<file path="src/rtl/trigger_debouncer.sv">
// trigger_debouncer: synchronises a raw, possibly bouncing input and commits a
// level change only after it has held the new value for DEBOUNCE_CYCLES
// consecutive samples. It also provides rise/fall strobes, a busy flag and a
// saturating count of rejected glitches.
module trigger_debouncer #(
  parameter int SYNC_STAGES     = 2,
  parameter int DEBOUNCE_CYCLES = 4,
  parameter int CNT_W           = $clog2(DEBOUNCE_CYCLES) + 1
) (
  input  logic       clk,
  input  logic       rst,
  input  logic       btn_in,
  output logic       trigger,
  output logic       rise,
  output logic       fall,
  output logic       busy,
  output logic [7:0] glitch_cnt
);

  typedef enum logic [1:0] {
    S_LOW      = 2'd0,
    S_CHK_HIGH = 2'd1,
    S_HIGH     = 2'd2,
    S_CHK_LOW  = 2'd3
  } state_t;

  // Value of cnt on the sample that completes a qualification.
  localparam logic [CNT_W-1:0] CNT_LAST = CNT_W'(DEBOUNCE_CYCLES - 1);

  logic [SYNC_STAGES-1:0] sync;
  logic                   sync_q;
  state_t                 state, state_n;
  logic [CNT_W-1:0]       cnt, cnt_n;
  logic                   rise_n, fall_n, glitch_inc;

  // Glitch counter increment that sticks at 255 instead of wrapping.
  function automatic logic [7:0] sat_inc(input logic [7:0] v);
    return (v == 8'hFF) ? v : v + 8'd1;
  endfunction

  assign sync_q = sync[SYNC_STAGES-1];

  // Plain shift-chain synchroniser; only sync[0] may go metastable.
  always_ff @(posedge clk or negedge rst) begin
    if (!rst) sync <= '0;
    else      sync <= {sync[SYNC_STAGES-2:0], btn_in};
  end

  // FSM state and stability counter.
  always_ff @(posedge clk or negedge rst) begin
    if (!rst) begin
      state <= S_LOW;
      cnt   <= '0;
    end else begin
      state <= state_n;
      cnt   <= cnt_n;
    end
  end

  // Next-state logic; an abort is checked before completion so it wins a tie.
  always_comb begin
    state_n    = state;
    cnt_n      = cnt;
    rise_n     = 1'b0;
    fall_n     = 1'b0;
    glitch_inc = 1'b0;
    unique case (state)
      S_LOW: begin
        if (sync_q) begin
          if (DEBOUNCE_CYCLES == 1) begin
            state_n = S_HIGH;
            rise_n  = 1'b1;
          end else begin
            state_n = S_CHK_HIGH;
            cnt_n   = CNT_W'(1);
          end
        end
      end
      S_CHK_HIGH: begin
        if (!sync_q) begin
          state_n    = S_LOW;
          cnt_n      = '0;
          glitch_inc = 1'b1;
        end else if (cnt == CNT_LAST) begin
          state_n = S_HIGH;
          cnt_n   = '0;
          rise_n  = 1'b1;
        end else begin
          cnt_n = cnt + CNT_W'(1);
        end
      end
      S_HIGH: begin
        if (!sync_q) begin
          if (DEBOUNCE_CYCLES == 1) begin
            state_n = S_LOW;
            fall_n  = 1'b1;
          end else begin
            state_n = S_CHK_LOW;
            cnt_n   = CNT_W'(1);
          end
        end
      end
      S_CHK_LOW: begin
        if (sync_q) begin
          state_n    = S_HIGH;
          cnt_n      = '0;
          glitch_inc = 1'b1;
        end else if (cnt == CNT_LAST) begin
          state_n = S_LOW;
          cnt_n   = '0;
          fall_n  = 1'b1;
        end else begin
          cnt_n = cnt + CNT_W'(1);
        end
      end
      default: begin
        state_n = S_LOW;
        cnt_n   = '0;
      end
    endcase
  end

  // Registered outputs derived from the state being entered on this edge.
  always_ff @(posedge clk or negedge rst) begin
    if (!rst) begin
      trigger    <= 1'b0;
      rise       <= 1'b0;
      fall       <= 1'b0;
      busy       <= 1'b0;
      glitch_cnt <= 8'd0;
    end else begin
      trigger <= (state_n == S_HIGH) || (state_n == S_CHK_LOW);
      busy    <= (state_n == S_CHK_HIGH) || (state_n == S_CHK_LOW);
      rise    <= rise_n;
      fall    <= fall_n;
      if (glitch_inc) glitch_cnt <= sat_inc(glitch_cnt);
    end
  end

endmodule

</file>
<file path="config.mk">
export PLATFORM = sky130hd
export DESIGN_NAME = trigger_debouncer
export DESIGN_NICKNAME = d
export VERILOG_FILES = /design/src/rtl/trigger_debouncer.sv
export SDC_FILE = /design/constraint.sdc
export NUM_CORES = 1
export LEC_CHECK = 0
export CAP_MARGIN = 20
export CORE_UTILIZATION = 48
export DETAILED_ROUTE_END_ITERATION = 6
export PLACE_DENSITY_LB_ADDON = 0.15
export SLEW_MARGIN = 5
export SYNTH_ARGS = -nofsm -noshare
export SYNTH_HDL_FRONTEND = slang
export SYNTH_SLANG_ARGS = --single-unit
export TNS_END_PERCENT = 5
</file>
<file path="constraint.sdc">
create_clock -name clk -period 1.79 [get_ports clk]
set_input_delay 0.537 -clock clk [delete_from_list [all_inputs] [get_ports clk]]
set_output_delay 0.537 -clock clk [all_outputs]
set_load 0.01 [all_outputs]
</file>
==> results.ini <==
[cts]
path_clk_slew_ps = 90
clock_tree.root_cell = clkbuf_4
numCtsBuffers = 3
ctsHoldBuffers = 0
clk_path_buf_depth = 2
cts_sinks = 18
clk_latency_ps = 290
cts_tree = built
htree_levels = 1

[placement]
portBuffers = 14
gp_congestion = 0.788
hpwl_um = 893
post_dp_cell_area_um2 = 953
pre_cts_ws_ps = 200

[final_layout]
final_nets = 89
final_area_um2 = 981
area_growth_syn_to_layout_pct = 25.4
layout_common_cells = 17 x dfrtp_1, 7 x dlygate4sd2_1, 5 x clkdlybuf4s50_1
fin_util = 0.651
layout_commonest_cell = dfrtp_1
drive_gt1_frac = 0.134
diodes = 0
fill_cells = 130

[yosys]
synth_compound_area_frac = 0.0832
synth_flop_cell = dfrtp_1
synth_cell_types = 29
synth_edf_count = 0
synth_seq_area_share = 0.576
syn_inst = 63
synth_top_area_frac = 0.576
muxShareOfSynthArea = 0.0432
synth-adder-area-share = 0.0320
syn_nets = 68
synth-seq-cells = 18
synthSimpleGateAreaFrac = 0.170
async_flop_share = 1.00
yosysWarnings = 0
yosys.area_share.xor_xnor = 0.0864
netlist_top_cells_area = dfrtp_1 58%, mux2_1 4.3%, xnor2_1 3.4%
synth_top_family_by_area = simple AND/OR/NAND/NOR gates
yosysTopAreaCell = dfrtp_1
synth_area_um2 = 782
postSynthAreaPerCell_um2 = 12.4

[setup_path]
r2r_cells = 3
critPathTopFamily = buffers and inverters
cp_max_fo = 1
required_ps = 1250
max_stage_delay_ps = 530
cp.depth = 1
startpoint_type = register
arrival_ps = 1160
critPathKind = reg -> out
crit_chain = clkdlybuf4s50_1
cp-end-kind = output pin
crit_slowest_cell = clkdlybuf4s50_1
crit_buf_inv = 1

[die]
die_height_um = 42.4
die_w_um = 42.4
dieArea_um2 = 1790
rows = 14
io_pins = 15
core_um2 = 1510
initial_utilization = 0.519

[power_and_ir_drop]
p_leak_nw = 0.465
power_density_nw_per_um2 = 1450
max-vdd-ir-drop_mv = 0.841

[sta]
fin_ws_ps = 97.4
tns_ps = 0
min_period_ps = 1690
fin_skew_ps = 0.756
max_slew.worst_pin.slew_ps = 321
rsz0062_at_grt = false
finalCritPeriodShare = 0.946
drv_slew = 0
hold_violations = 0
fmax_ghz = 0.591
setup_viol_count_final = 0
relSlewSlack = 0.784

[grt]
grt_max_degree = 19
gr-total-overflow = 0
grt_pass1_vias = 530
grt_pass1_wl_um = 2360
grt_use_total = 0.186
antenna_found_initial = 0

[outcome]
outcome = complete, no violations

[detailed_routing]
ant_nets = 0
vias_per_cell = 5.43
routed_wl_um = 1300
drtIter0Drc = 4
drc = 0
drt_pass1_iterations = 3
wl_per_cell_um = 13.2
route.vias.total = 532

[min_path]
hold_class = reg -> reg
hold_depth = 0

[flow_run]
drv_cap = 0

## Yosys cell counts, types with 2 or more instances
cell type,instances
a21oi_1,3
dfrtp_1,18
ha_1,2
mux2_1,3
nand2_1,4
nand2b_1,2
nand3_1,4
nor3b_1,3
o21a_1,2
xnor2_1,3
## cell families (layout without fill, tap and decap cells)
group / Yosys count / count (layout)
muxes: 3 / 3
DFF: 18 / 18
xor gates and xnor gates: 6 / 6
adders and majority gates: 2 / 2
and+or+nand+nor: 22 / 22
buffers and inverters: 2 / 21
AOI/OAI and AO/OA: 10 / 10
## flip-flops by register name, indices dropped and copies added, names as in the netlist
| register | flops |
|---|---|
| fall | 1 |
| busy | 1 |
| sync | 2 |
| glitch_cnt | 8 |
| state | 2 |
| cnt | 3 |
| rise | 1 |
## final cells by class
type | instances | area (um^2) | share of cell area
tap | 16 | 20.0 | 0.0204
multi-input combinational | 43 | 324 | 0.330
inverter | 1 | 3.75 | 0.00383
clock buffer | 3 | 22.5 | 0.0230
timing repair buffer | 17 | 159 | 0.162
sequential | 18 | 452 | 0.460
## stage by stage
stage | hold slack [ps] | total power [mW] | cells
2_1_floorplan | 241 | 0.996 | 63
3_3_place_gp | 338 | 1.25 | 94
3_5_place_dp | 348 | 1.27 | 94
4_1_cts | 361 | 1.45 | 98
5_1_grt | 380 | 1.54 | 98
6_report | 359 | 1.43 | 98
## routing by layer
layer / GRT usage / routed length [um] / vias up
li1: - / - / 264
met1: 0.230 / 561 / 253
met2: 0.277 / 644 / 12
met3: 0.0690 / 54 / 3
met4: 0.113 / 34 / 0
met5: 0 / 0 / -
## final timing paths
kind	start	to	slack, ps
setup / recovery	rise	rise	100
min in group asynchronous	rst	glitch_cnt[0]	550
max in group asynchronous	rst	state[1]	1030
hold / removal	sync[0]	sync[1]	360
setup reg to reg	sync[1]	glitch_cnt[6]	240
hold reg to reg	sync[0]	sync[1]	360
## report_power, final
| group | leakage, nW | switching, mW | internal (mW) |
|---|---|---|---|
| clock | 0.0138 | 0.115 | 0.0784 |
| sequential | 0.226 | 0.146 | 0.533 |
| combinational | 0.225 | 0.253 | 0.300 |
## timing repair
action / CTS / global route
gates resized for setup: 8 / 2
buffers inserted: 1 / 0
hold endpoints to repair: 0 / 0
endpoints found under the setup margin: 8 / 2
(Power assumes the default switching activity.)
